## config.mk

```make
export PLATFORM = sky130hd
export DESIGN_NAME = imem_boot_sequencer_flat
export DESIGN_NICKNAME = d
export VERILOG_FILES = /design/src/rtl/imem_boot_sequencer_if.sv /design/src/rtl/imem_boot_sequencer.sv /design/src/flat_wrapper.sv
export SDC_FILE = /design/constraint.sdc
export NUM_CORES = 1
export LEC_CHECK = 0
export ABC_AREA = 1
export CAP_MARGIN = 20
export CORE_UTILIZATION = 50
export DETAILED_ROUTE_END_ITERATION = 6
export PLACE_DENSITY = 0.78
export SLEW_MARGIN = 20
export SYNTH_ARGS = -nofsm -noshare
export SYNTH_HDL_FRONTEND = slang
export SYNTH_SLANG_ARGS = --single-unit
```

## constraint.sdc

```tcl
create_clock -name clk -period 4.4 [get_ports clk]
set_input_delay 0.44 -clock clk [delete_from_list [all_inputs] [get_ports clk]]
set_output_delay 0.44 -clock clk [all_outputs]
set_load 0.01 [all_outputs]
```

## src/rtl/imem_boot_sequencer_if.sv

```systemverilog
// Program-word stream from the host loader into imem_boot_sequencer.
// Valid/ready handshake: a word transfers on a rising edge with s_valid & s_ready.
interface imem_boot_sequencer_if;
  logic        s_valid;
  logic [31:0] s_data;
  logic        s_ready;

  modport master (output s_valid, output s_data, input s_ready);
  modport slave  (input s_valid, input s_data, output s_ready);
endinterface

```

## src/rtl/imem_boot_sequencer.sv

```systemverilog
// Boot sequencer for the single-cycle cpu: hold in reset, load imem, settle, run, halt.
// Optional BOOT_CHECKSUM_EN adds expected_sum and a load-checksum gate before SETTLE.
module imem_boot_sequencer #(
  parameter logic [31:0] BASE_ADDR     = 32'h0000_0000,
  parameter int unsigned MAX_WORDS     = 64,
  parameter int unsigned WORD_CNT_W    = 8,
  parameter int unsigned SETTLE_CYCLES = 2,
  parameter int unsigned CNT_W         = 32
) (
  input  logic                  clk,
  input  logic                  rst,
  input  logic                  start,
  input  logic                  abort,
  input  logic [WORD_CNT_W-1:0] load_count,
  input  logic [CNT_W-1:0]      run_limit,
`ifdef BOOT_CHECKSUM_EN
  input  logic [31:0]           expected_sum,
`endif
  imem_boot_sequencer_if.slave  s,
  output logic                  initialize,
  output logic [31:0]           init_data,
  output logic [31:0]           init_addr,
  output logic                  cpu_rst,
  output logic                  busy,
  output logic                  done,
  output logic                  error
);

  typedef enum logic [2:0] {S_IDLE, S_LOAD, S_SETTLE, S_RUN, S_DONE} state_t;

  state_t                state_q, state_d;
  logic [WORD_CNT_W-1:0] idx_q, idx_d, load_cnt_q, load_cnt_d;
  logic [CNT_W-1:0]      run_lim_q, run_lim_d, run_cnt_q, run_cnt_d;
  logic [31:0]           settle_cnt_q, settle_cnt_d;
  logic                  drain_q, drain_d;
  logic [31:0]           init_data_q, init_data_d, init_addr_q, init_addr_d;
  logic                  initialize_q, initialize_d, cpu_rst_q, cpu_rst_d;
  logic                  s_ready_q, s_ready_d, busy_q, busy_d;
  logic                  done_q, done_d, error_q, error_d;
  logic                  hs;
`ifdef BOOT_CHECKSUM_EN
  logic [31:0]           sum_q, sum_d, exp_q, exp_d;
`endif

  assign hs = s.s_valid & s_ready_q;

  always_comb begin
    state_d      = state_q;
    idx_d        = idx_q;
    load_cnt_d   = load_cnt_q;
    run_lim_d    = run_lim_q;
    run_cnt_d    = run_cnt_q;
    settle_cnt_d = settle_cnt_q;
    drain_d      = drain_q;
    init_data_d  = init_data_q;
    init_addr_d  = init_addr_q;
    initialize_d = 1'b0;
    error_d      = error_q;
`ifdef BOOT_CHECKSUM_EN
    sum_d        = sum_q;
    exp_d        = exp_q;
`endif

    unique case (state_q)
      S_IDLE, S_DONE: begin
        if (start) begin
          if (32'(load_count) > MAX_WORDS) begin
            error_d = 1'b1;
          end else begin
            error_d      = 1'b0;
            load_cnt_d   = load_count;
            run_lim_d    = run_limit;
            idx_d        = '0;
            run_cnt_d    = '0;
            settle_cnt_d = '0;
            drain_d      = 1'b0;
`ifdef BOOT_CHECKSUM_EN
            sum_d        = '0;
            exp_d        = expected_sum;
`endif
            if (load_count == '0) begin
`ifdef BOOT_CHECKSUM_EN
              if (expected_sum != '0) begin
                error_d = 1'b1;
                state_d = S_DONE;
              end else begin
                state_d = S_SETTLE;
              end
`else
              state_d = S_SETTLE;
`endif
            end else begin
              state_d = S_LOAD;
            end
          end
        end
      end
      S_LOAD: begin
        // drain_q marks the cycle the last word's write is on the bus; s_ready is already low.
        if (drain_q) begin
          drain_d = 1'b0;
`ifdef BOOT_CHECKSUM_EN
          if (sum_q != exp_q) begin
            error_d = 1'b1;
            state_d = S_DONE;
          end else begin
            state_d = S_SETTLE;
          end
`else
          state_d = S_SETTLE;
`endif
        end else if (hs) begin
          init_data_d  = s.s_data;
          init_addr_d  = BASE_ADDR + (32'(idx_q) << 2);
          initialize_d = 1'b1;
          idx_d        = idx_q + WORD_CNT_W'(1);
`ifdef BOOT_CHECKSUM_EN
          sum_d        = sum_q + s.s_data;
`endif
          if (idx_q == load_cnt_q - WORD_CNT_W'(1)) drain_d = 1'b1;
        end
      end
      S_SETTLE: begin
        if (settle_cnt_q == 32'(SETTLE_CYCLES - 1)) begin
          settle_cnt_d = '0;
          run_cnt_d    = '0;
          state_d      = S_RUN;
        end else begin
          settle_cnt_d = settle_cnt_q + 32'd1;
        end
      end
      S_RUN: begin
        if (run_lim_q != '0 && run_cnt_q == run_lim_q - CNT_W'(1)) begin
          state_d = S_DONE;
        end else begin
          run_cnt_d = run_cnt_q + CNT_W'(1);
        end
      end
      default: state_d = S_IDLE;
    endcase

    if (abort) begin
      state_d      = S_IDLE;
      idx_d        = '0;
      run_cnt_d    = '0;
      settle_cnt_d = '0;
      drain_d      = 1'b0;
      initialize_d = 1'b0;
      init_data_d  = init_data_q;
      init_addr_d  = init_addr_q;
      error_d      = error_q;
`ifdef BOOT_CHECKSUM_EN
      sum_d        = '0;
`endif
    end

    // All status outputs are registered images of the next state.
    cpu_rst_d = (state_d != S_RUN);
    s_ready_d = (state_d == S_LOAD) && !drain_d;
    busy_d    = (state_d == S_LOAD) || (state_d == S_SETTLE) || (state_d == S_RUN);
    done_d    = (state_d == S_DONE);
  end

  always_ff @(posedge clk or posedge rst) begin
    if (rst) begin
      state_q      <= S_IDLE;
      idx_q        <= '0;
      load_cnt_q   <= '0;
      run_lim_q    <= '0;
      run_cnt_q    <= '0;
      settle_cnt_q <= '0;
      drain_q      <= 1'b0;
      init_data_q  <= '0;
      init_addr_q  <= BASE_ADDR;
      initialize_q <= 1'b0;
      cpu_rst_q    <= 1'b1;
      s_ready_q    <= 1'b0;
      busy_q       <= 1'b0;
      done_q       <= 1'b0;
      error_q      <= 1'b0;
`ifdef BOOT_CHECKSUM_EN
      sum_q        <= '0;
      exp_q        <= '0;
`endif
    end else begin
      state_q      <= state_d;
      idx_q        <= idx_d;
      load_cnt_q   <= load_cnt_d;
      run_lim_q    <= run_lim_d;
      run_cnt_q    <= run_cnt_d;
      settle_cnt_q <= settle_cnt_d;
      drain_q      <= drain_d;
      init_data_q  <= init_data_d;
      init_addr_q  <= init_addr_d;
      initialize_q <= initialize_d;
      cpu_rst_q    <= cpu_rst_d;
      s_ready_q    <= s_ready_d;
      busy_q       <= busy_d;
      done_q       <= done_d;
      error_q      <= error_d;
`ifdef BOOT_CHECKSUM_EN
      sum_q        <= sum_d;
      exp_q        <= exp_d;
`endif
    end
  end

  assign s.s_ready  = s_ready_q;
  assign initialize = initialize_q;
  assign init_data  = init_data_q;
  assign init_addr  = init_addr_q;
  assign cpu_rst    = cpu_rst_q;
  assign busy       = busy_q;
  assign done       = done_q;
  assign error      = error_q;

endmodule

```

## src/flat_wrapper.sv

```systemverilog
// flat-port wrapper written by rule: the top's interface ports become plain ports
module imem_boot_sequencer_flat 
#(
  parameter logic [31:0] BASE_ADDR     = 32'h0000_0000,
  parameter int unsigned MAX_WORDS     = 64,
  parameter int unsigned WORD_CNT_W    = 8,
  parameter int unsigned SETTLE_CYCLES = 2,
  parameter int unsigned CNT_W         = 32
)
  (clk, rst, start, abort, load_count, run_limit, initialize, init_data, init_addr, cpu_rst, busy, done, error, s_s_valid, s_s_data, s_s_ready);
  imem_boot_sequencer_if s_i ();
  input  logic clk;
  input  logic rst;
  input  logic start;
  input  logic abort;
  input  logic [WORD_CNT_W-1:0] load_count;
  input  logic [CNT_W-1:0] run_limit;
  output logic initialize;
  output logic [31:0] init_data;
  output logic [31:0] init_addr;
  output logic cpu_rst;
  output logic busy;
  output logic done;
  output logic error;
  input wire logic [$bits(s_i.s_valid)-1:0] s_s_valid;
  input wire logic [$bits(s_i.s_data)-1:0] s_s_data;
  output wire logic [$bits(s_i.s_ready)-1:0] s_s_ready;
  assign s_i.s_valid = s_s_valid;
  assign s_i.s_data = s_s_data;
  assign s_s_ready = s_i.s_ready;
  imem_boot_sequencer #(.BASE_ADDR(BASE_ADDR), .MAX_WORDS(MAX_WORDS), .WORD_CNT_W(WORD_CNT_W), .SETTLE_CYCLES(SETTLE_CYCLES), .CNT_W(CNT_W)) u_core (.clk(clk), .rst(rst), .start(start), .abort(abort), .load_count(load_count), .run_limit(run_limit), .s(s_i), .initialize(initialize), .init_data(init_data), .init_addr(init_addr), .cpu_rst(cpu_rst), .busy(busy), .done(done), .error(error));
endmodule
```

==> run_summary.xml <==
<?xml version="1.0" encoding="UTF-8"?>
<metrics>
  <group name="detailed_routing">
    <metric name="detailedRoute.firstIterationViolations" unit="">689</metric>
    <metric name="drt_first_pass_iters" unit="">5</metric>
    <metric name="drt_wl_total" unit="µm">24700</metric>
    <metric name="vias" unit="">9209</metric>
    <metric name="wl_per_cell" unit="µm">13.9</metric>
    <metric name="drcViolationCount" unit="">0</metric>
    <metric name="drt-vias-per-instance" unit="">5.21</metric>
    <metric name="route.antenna.remaining_nets" unit="">0</metric>
  </group>
  <group name="setup_path">
    <metric name="crit_path_max_incr_delay" unit="ps">470</metric>
    <metric name="worst-path-buf-inv" unit="">0</metric>
    <metric name="reg2reg_from" unit="">u_core.run_lim_q[2]</metric>
    <metric name="crit_type" unit="">reg2reg</metric>
    <metric name="kind_of_end_point_of_the_critical_path" unit="">flip-flop</metric>
    <metric name="path_common_cell" unit="">sky130_fd_sc_hd__nand2_1</metric>
    <metric name="cp-start-kind" unit="">flip-flop</metric>
    <metric name="critical_path.max_fanout" unit="">33</metric>
    <metric name="worst-endpoint-arrival" unit="ps">3390</metric>
    <metric name="critPathRequiredTime" unit="ps">4730</metric>
    <metric name="cp_cell_sequence" unit="">nor2_1 -&gt; nand2_1 -&gt; nor2_2 -&gt; nand2_1 -&gt; nor2_1 -&gt; nand2_1 -&gt; nand2_1 -&gt; nand2_1 -&gt; nor2_1 -&gt; nand3_1 -&gt; nor2_2 -&gt; nand2_2 -&gt; nand2_4 -&gt; nand2_4 -&gt; nand2_1 -&gt; nand2_1</metric>
    <metric name="cp_top_family" unit="">simple AND/OR/NAND/NOR gates</metric>
    <metric name="slowest_stage" unit="">sky130_fd_sc_hd__nor2_2</metric>
    <metric name="crit_start" unit="">u_core.run_lim_q[2]</metric>
  </group>
  <group name="synth">
    <metric name="synthesis.area_per_instance" unit="µm²">7.11</metric>
    <metric name="synth-simple-area-share" unit="%">36.3</metric>
    <metric name="synth_top_family_by_area" unit="">simple AND/OR/NAND/NOR gates</metric>
    <metric name="number_of_enable_type_register_cells_in_the_synthesized_netlist" unit="">0</metric>
    <metric name="synth.ff_latch_count" unit="">162</metric>
    <metric name="yosys-mux-area-fraction" unit="%">1.83</metric>
    <metric name="synth.cell_area" unit="mm²">0.00986</metric>
    <metric name="synth_seq_area_share" unit="%">41.1</metric>
    <metric name="synth_async_sr_flop_share" unit="%">100</metric>
    <metric name="synthesis.instances" unit="">1387</metric>
    <metric name="synth.distinct_cells" unit="">41</metric>
    <metric name="yosys_most_used_dff" unit="">sky130_fd_sc_hd__dfrtp_1</metric>
    <metric name="synth_compound_gate_area_share" unit="%">4.95</metric>
    <metric name="yosys_warnings" unit="">0</metric>
    <metric name="synthAdderAreaFrac" unit="%">0.762</metric>
    <metric name="synth_xor_area_share" unit="%">5.42</metric>
  </group>
  <group name="final_layout">
    <metric name="finalNonFillerCells" unit="">1769</metric>
    <metric name="antenna-diode-count" unit="">0</metric>
    <metric name="area_delta_synth_final" unit="%">19.5</metric>
    <metric name="finalInstanceArea" unit="mm²">0.0118</metric>
    <metric name="drive_gt1_share" unit="%">5.43</metric>
    <metric name="nNetsFinal" unit="">1579</metric>
    <metric name="post-route-util" unit="%">62.0</metric>
  </group>
  <group name="global_routing">
    <metric name="first_pass_grt_wire_length" unit="µm">40800</metric>
    <metric name="pin_count_of_the_biggest_net_entering_global_routing" unit="">134</metric>
    <metric name="grt_pass1_vias" unit="">8668</metric>
    <metric name="globalRouteOverflowTotal" unit="">0</metric>
    <metric name="overall_global_routing_resource_usage" unit="%">25.1</metric>
    <metric name="number_of_antenna_violations_at_the_first_check_in_global_routing" unit="">0</metric>
  </group>
  <group name="clock_network">
    <metric name="cts.sinks" unit="">162</metric>
    <metric name="cts_hold_buffers" unit="">0</metric>
    <metric name="cts_tree" unit="">done</metric>
    <metric name="post_cts_resized" unit="">0</metric>
    <metric name="cts_max_path_buffers" unit="">2</metric>
    <metric name="clkLatencyLatePin" unit="ps">440</metric>
    <metric name="post-cts-setup-buffers" unit="">0</metric>
    <metric name="cts-htree-levels" unit="">4</metric>
    <metric name="cts-buffers-inserted" unit="">17</metric>
    <metric name="cts_root_buffer_type" unit="">sky130_fd_sc_hd__clkbuf_16</metric>
    <metric name="path_clk_slew" unit="ps">70</metric>
  </group>
  <group name="floorplan">
    <metric name="num_rows" unit="">50</metric>
    <metric name="ioPinCount" unit="">147</metric>
    <metric name="core_area" unit="mm²">0.0190</metric>
    <metric name="die_height" unit="µm">142</metric>
    <metric name="die_width" unit="µm">142</metric>
    <metric name="die_area" unit="mm²">0.0203</metric>
    <metric name="start_util" unit="%">51.8</metric>
  </group>
  <group name="power">
    <metric name="switching_share_of_power" unit="%">31.1</metric>
    <metric name="power_switching" unit="mW">1.19</metric>
    <metric name="internal_power" unit="mW">2.64</metric>
    <metric name="combPwrFrac" unit="%">17.3</metric>
    <metric name="pwr_density_cell" unit="mW/mm²">325</metric>
    <metric name="power_frac_seq" unit="%">44.5</metric>
    <metric name="power_frac_clock" unit="%">38.2</metric>
    <metric name="ir_drop" unit="mV">0.265</metric>
    <metric name="power_leakage" unit="nW">5.38</metric>
  </group>
  <group name="sta">
    <metric name="clock_skew" unit="ps">15.0</metric>
    <metric name="drv_slew" unit="">0</metric>
    <metric name="rsz0062_at_grt" unit="">false</metric>
    <metric name="post_layout_minimum_cycle_time" unit="ps">3060</metric>
    <metric name="finalSetupViolations" unit="">0</metric>
    <metric name="max_freq" unit="MHz">327</metric>
    <metric name="final_min_period_over_clock_period" unit="%">69.5</metric>
    <metric name="maxSlewHeadroom" unit="%">28.0</metric>
    <metric name="finalHoldViolations" unit="">0</metric>
    <metric name="tightestPinTransition" unit="ps">1080</metric>
    <metric name="totalNegativeSetupSlack" unit="ps">0</metric>
  </group>
  <group name="place">
    <metric name="dp_hpwl" unit="µm">18000</metric>
    <metric name="placed_cells" unit="">1737</metric>
    <metric name="place_congestion" unit="">0.951</metric>
    <metric name="place.port_buffers" unit="">122</metric>
    <metric name="placement.cell_area" unit="mm²">0.0112</metric>
  </group>
  <group name="worst_hold_path">
    <metric name="hold_crit_path_type" unit="">in2async</metric>
  </group>
  <group name="run">
    <metric name="maxCapViolCount" unit="">0</metric>
  </group>
  <group name="run_status">
    <metric name="outcome" unit="">finished clean</metric>
  </group>
</metrics>
## through the flow
| step | total power [mW] | hold WS (ps) | setup slack [ps] |
|---|---|---|---|
| 4_1_cts | 3.85 | 462 | 1390 |
| 5_1_grt | 4.01 | 502 | 1040 |
| 3_3_place_gp | 2.38 | 462 | 1350 |
| 3_5_place_dp | 2.39 | 464 | 1230 |
| 2_1_floorplan | 2.16 | 453 | 1900 |
| 6_report | 3.83 | 444 | 1340 |
## worst paths after layout
| kind | slack, ps | cells past startpoint | to |
|---|---|---|---|
| setup / recovery | 1340 | 16 | u_core.run_cnt_q[27] |
| hold / removal | 440 | 2 | u_core.settle_cnt_q[30] |
| setup reg to reg | 1340 | 16 | u_core.run_cnt_q[27] |
| hold reg to reg | 480 | 2 | u_core.init_data[5] |
| max in group asynchronous | 2800 | 3 | u_core.run_cnt_q[13] |
| min in group clk | 480 | 2 | u_core.init_data[5] |
## worst reg2reg max path, delay by kind of cell (launching register included)
| family | cells | cell delay, ps |
|---|---|---|
| AND/OR/NAND/NOR | 16 | 2560 |
| flip-flops | 1 | 410 |
## routing by layer
layer | global-route usage [%] | wire length (µm) | vias up
met5 | 0 | 0 | -
met3 | 4.10 | 1230 | 55
li1 | - | - | 4598
met1 | 32.9 | 10900 | 4283
met4 | 10.2 | 707 | 0
met2 | 41.5 | 11800 | 273
## layout make-up
| class | instances | area (µm²) |
|---|---|---|
| multi-input combinational | 1032 | 4940 |
| clock buffer | 17 | 425 |
| timing repair buffer | 128 | 1280 |
| clock inverter | 15 | 169 |
| fill | 1735 | 7240 |
| sequential | 162 | 4060 |
| tap | 260 | 325 |
| inverter | 155 | 586 |
## cells in the mapped netlist (all sizes together), types with 2 or more instances
| master | count | area, µm² |
|---|---|---|
| nor3b | 3 | 22.5 |
| nor3 | 55 | 275 |
| buf | 36 | 272 |
| xor2 | 44 | 385 |
| nand2 | 427 | 1630 |
| a31oi | 4 | 25.0 |
| inv | 153 | 574 |
| a21oi | 37 | 185 |
| o21ai | 42 | 210 |
| or2 | 2 | 12.5 |
| clkinv | 2 | 7.51 |
| dfrtp | 161 | 4030 |
| nand3b | 11 | 82.6 |
| clkbuf | 25 | 93.8 |
| nor4 | 27 | 169 |
| ha | 6 | 75.1 |
| nor2 | 188 | 743 |
| nand3 | 90 | 455 |
| mux2 | 16 | 180 |
| nand4 | 28 | 175 |
| o21bai | 3 | 22.5 |
| xnor2 | 17 | 149 |
| o21a | 2 | 15.0 |
## registers in the layout, summed over array words and instances (netlist names), 3 cells and up
| signal | cells |
|---|---|
| u_core.idx_q | 8 |
| u_core.init_addr | 8 |
| u_core.init_data | 32 |
| u_core.load_cnt_q | 8 |
| u_core.run_cnt_q | 32 |
| u_core.run_lim_q | 32 |
| u_core.settle_cnt_q | 32 |
| u_core.state_q | 3 |
## cell usage in the layout, fill, tap and decap left out, drive strengths merged
cell type / Yosys / routed
nand3b: 11 / 11
inv: 153 / 157
ha: 6 / 6
mux2: 16 / 16
clkinvlp: 0 / 2
a22oi: 1 / 1
a211oi: 1 / 1
or2: 2 / 2
a31oi: 4 / 4
xor2: 44 / 44
and3: 1 / 1
clkbuf: 25 / 17
dfrtp: 161 / 161
o22ai: 1 / 1
nor3: 55 / 55
o21ai: 42 / 42
o21bai: 3 / 3
o221ai: 1 / 1
clkdlybuf4s50: 0 / 122
nand4: 28 / 28
clkinv: 2 / 11
nor3b: 3 / 3
nand2: 427 / 427
and2: 1 / 1
nand3: 90 / 90
xnor2: 17 / 17
conb: 1 / 24
o21a: 2 / 2
a21oi: 37 / 37
dfstp: 1 / 1
buf: 36 / 6
nor4: 27 / 27
nor2: 188 / 188
## power by group through the flow
stage	Sequential [mW]	Clock (mW)	Combinational, mW
2_1_floorplan	1.71	0	0.457
4_1_cts	1.70	1.48	0.665
3_5_place_dp	1.72	0	0.661
6_report	1.70	1.46	0.663
3_3_place_gp	1.72	0	0.653
5_1_grt	1.72	1.55	0.743
## cell families (layout without fill, tap and decap cells)
group                      Yosys count  in the layout
AOI/OAI and AO/OA                   92             92
xor gates and xnor gates            61             61
adders and majority gates            6              6
buffers and inverters              216            315
DFF                                162            162
muxes                               16             16
other                                1             24
and+or+nand+nor                    833            833
Power figures use the tool's default switching activity.
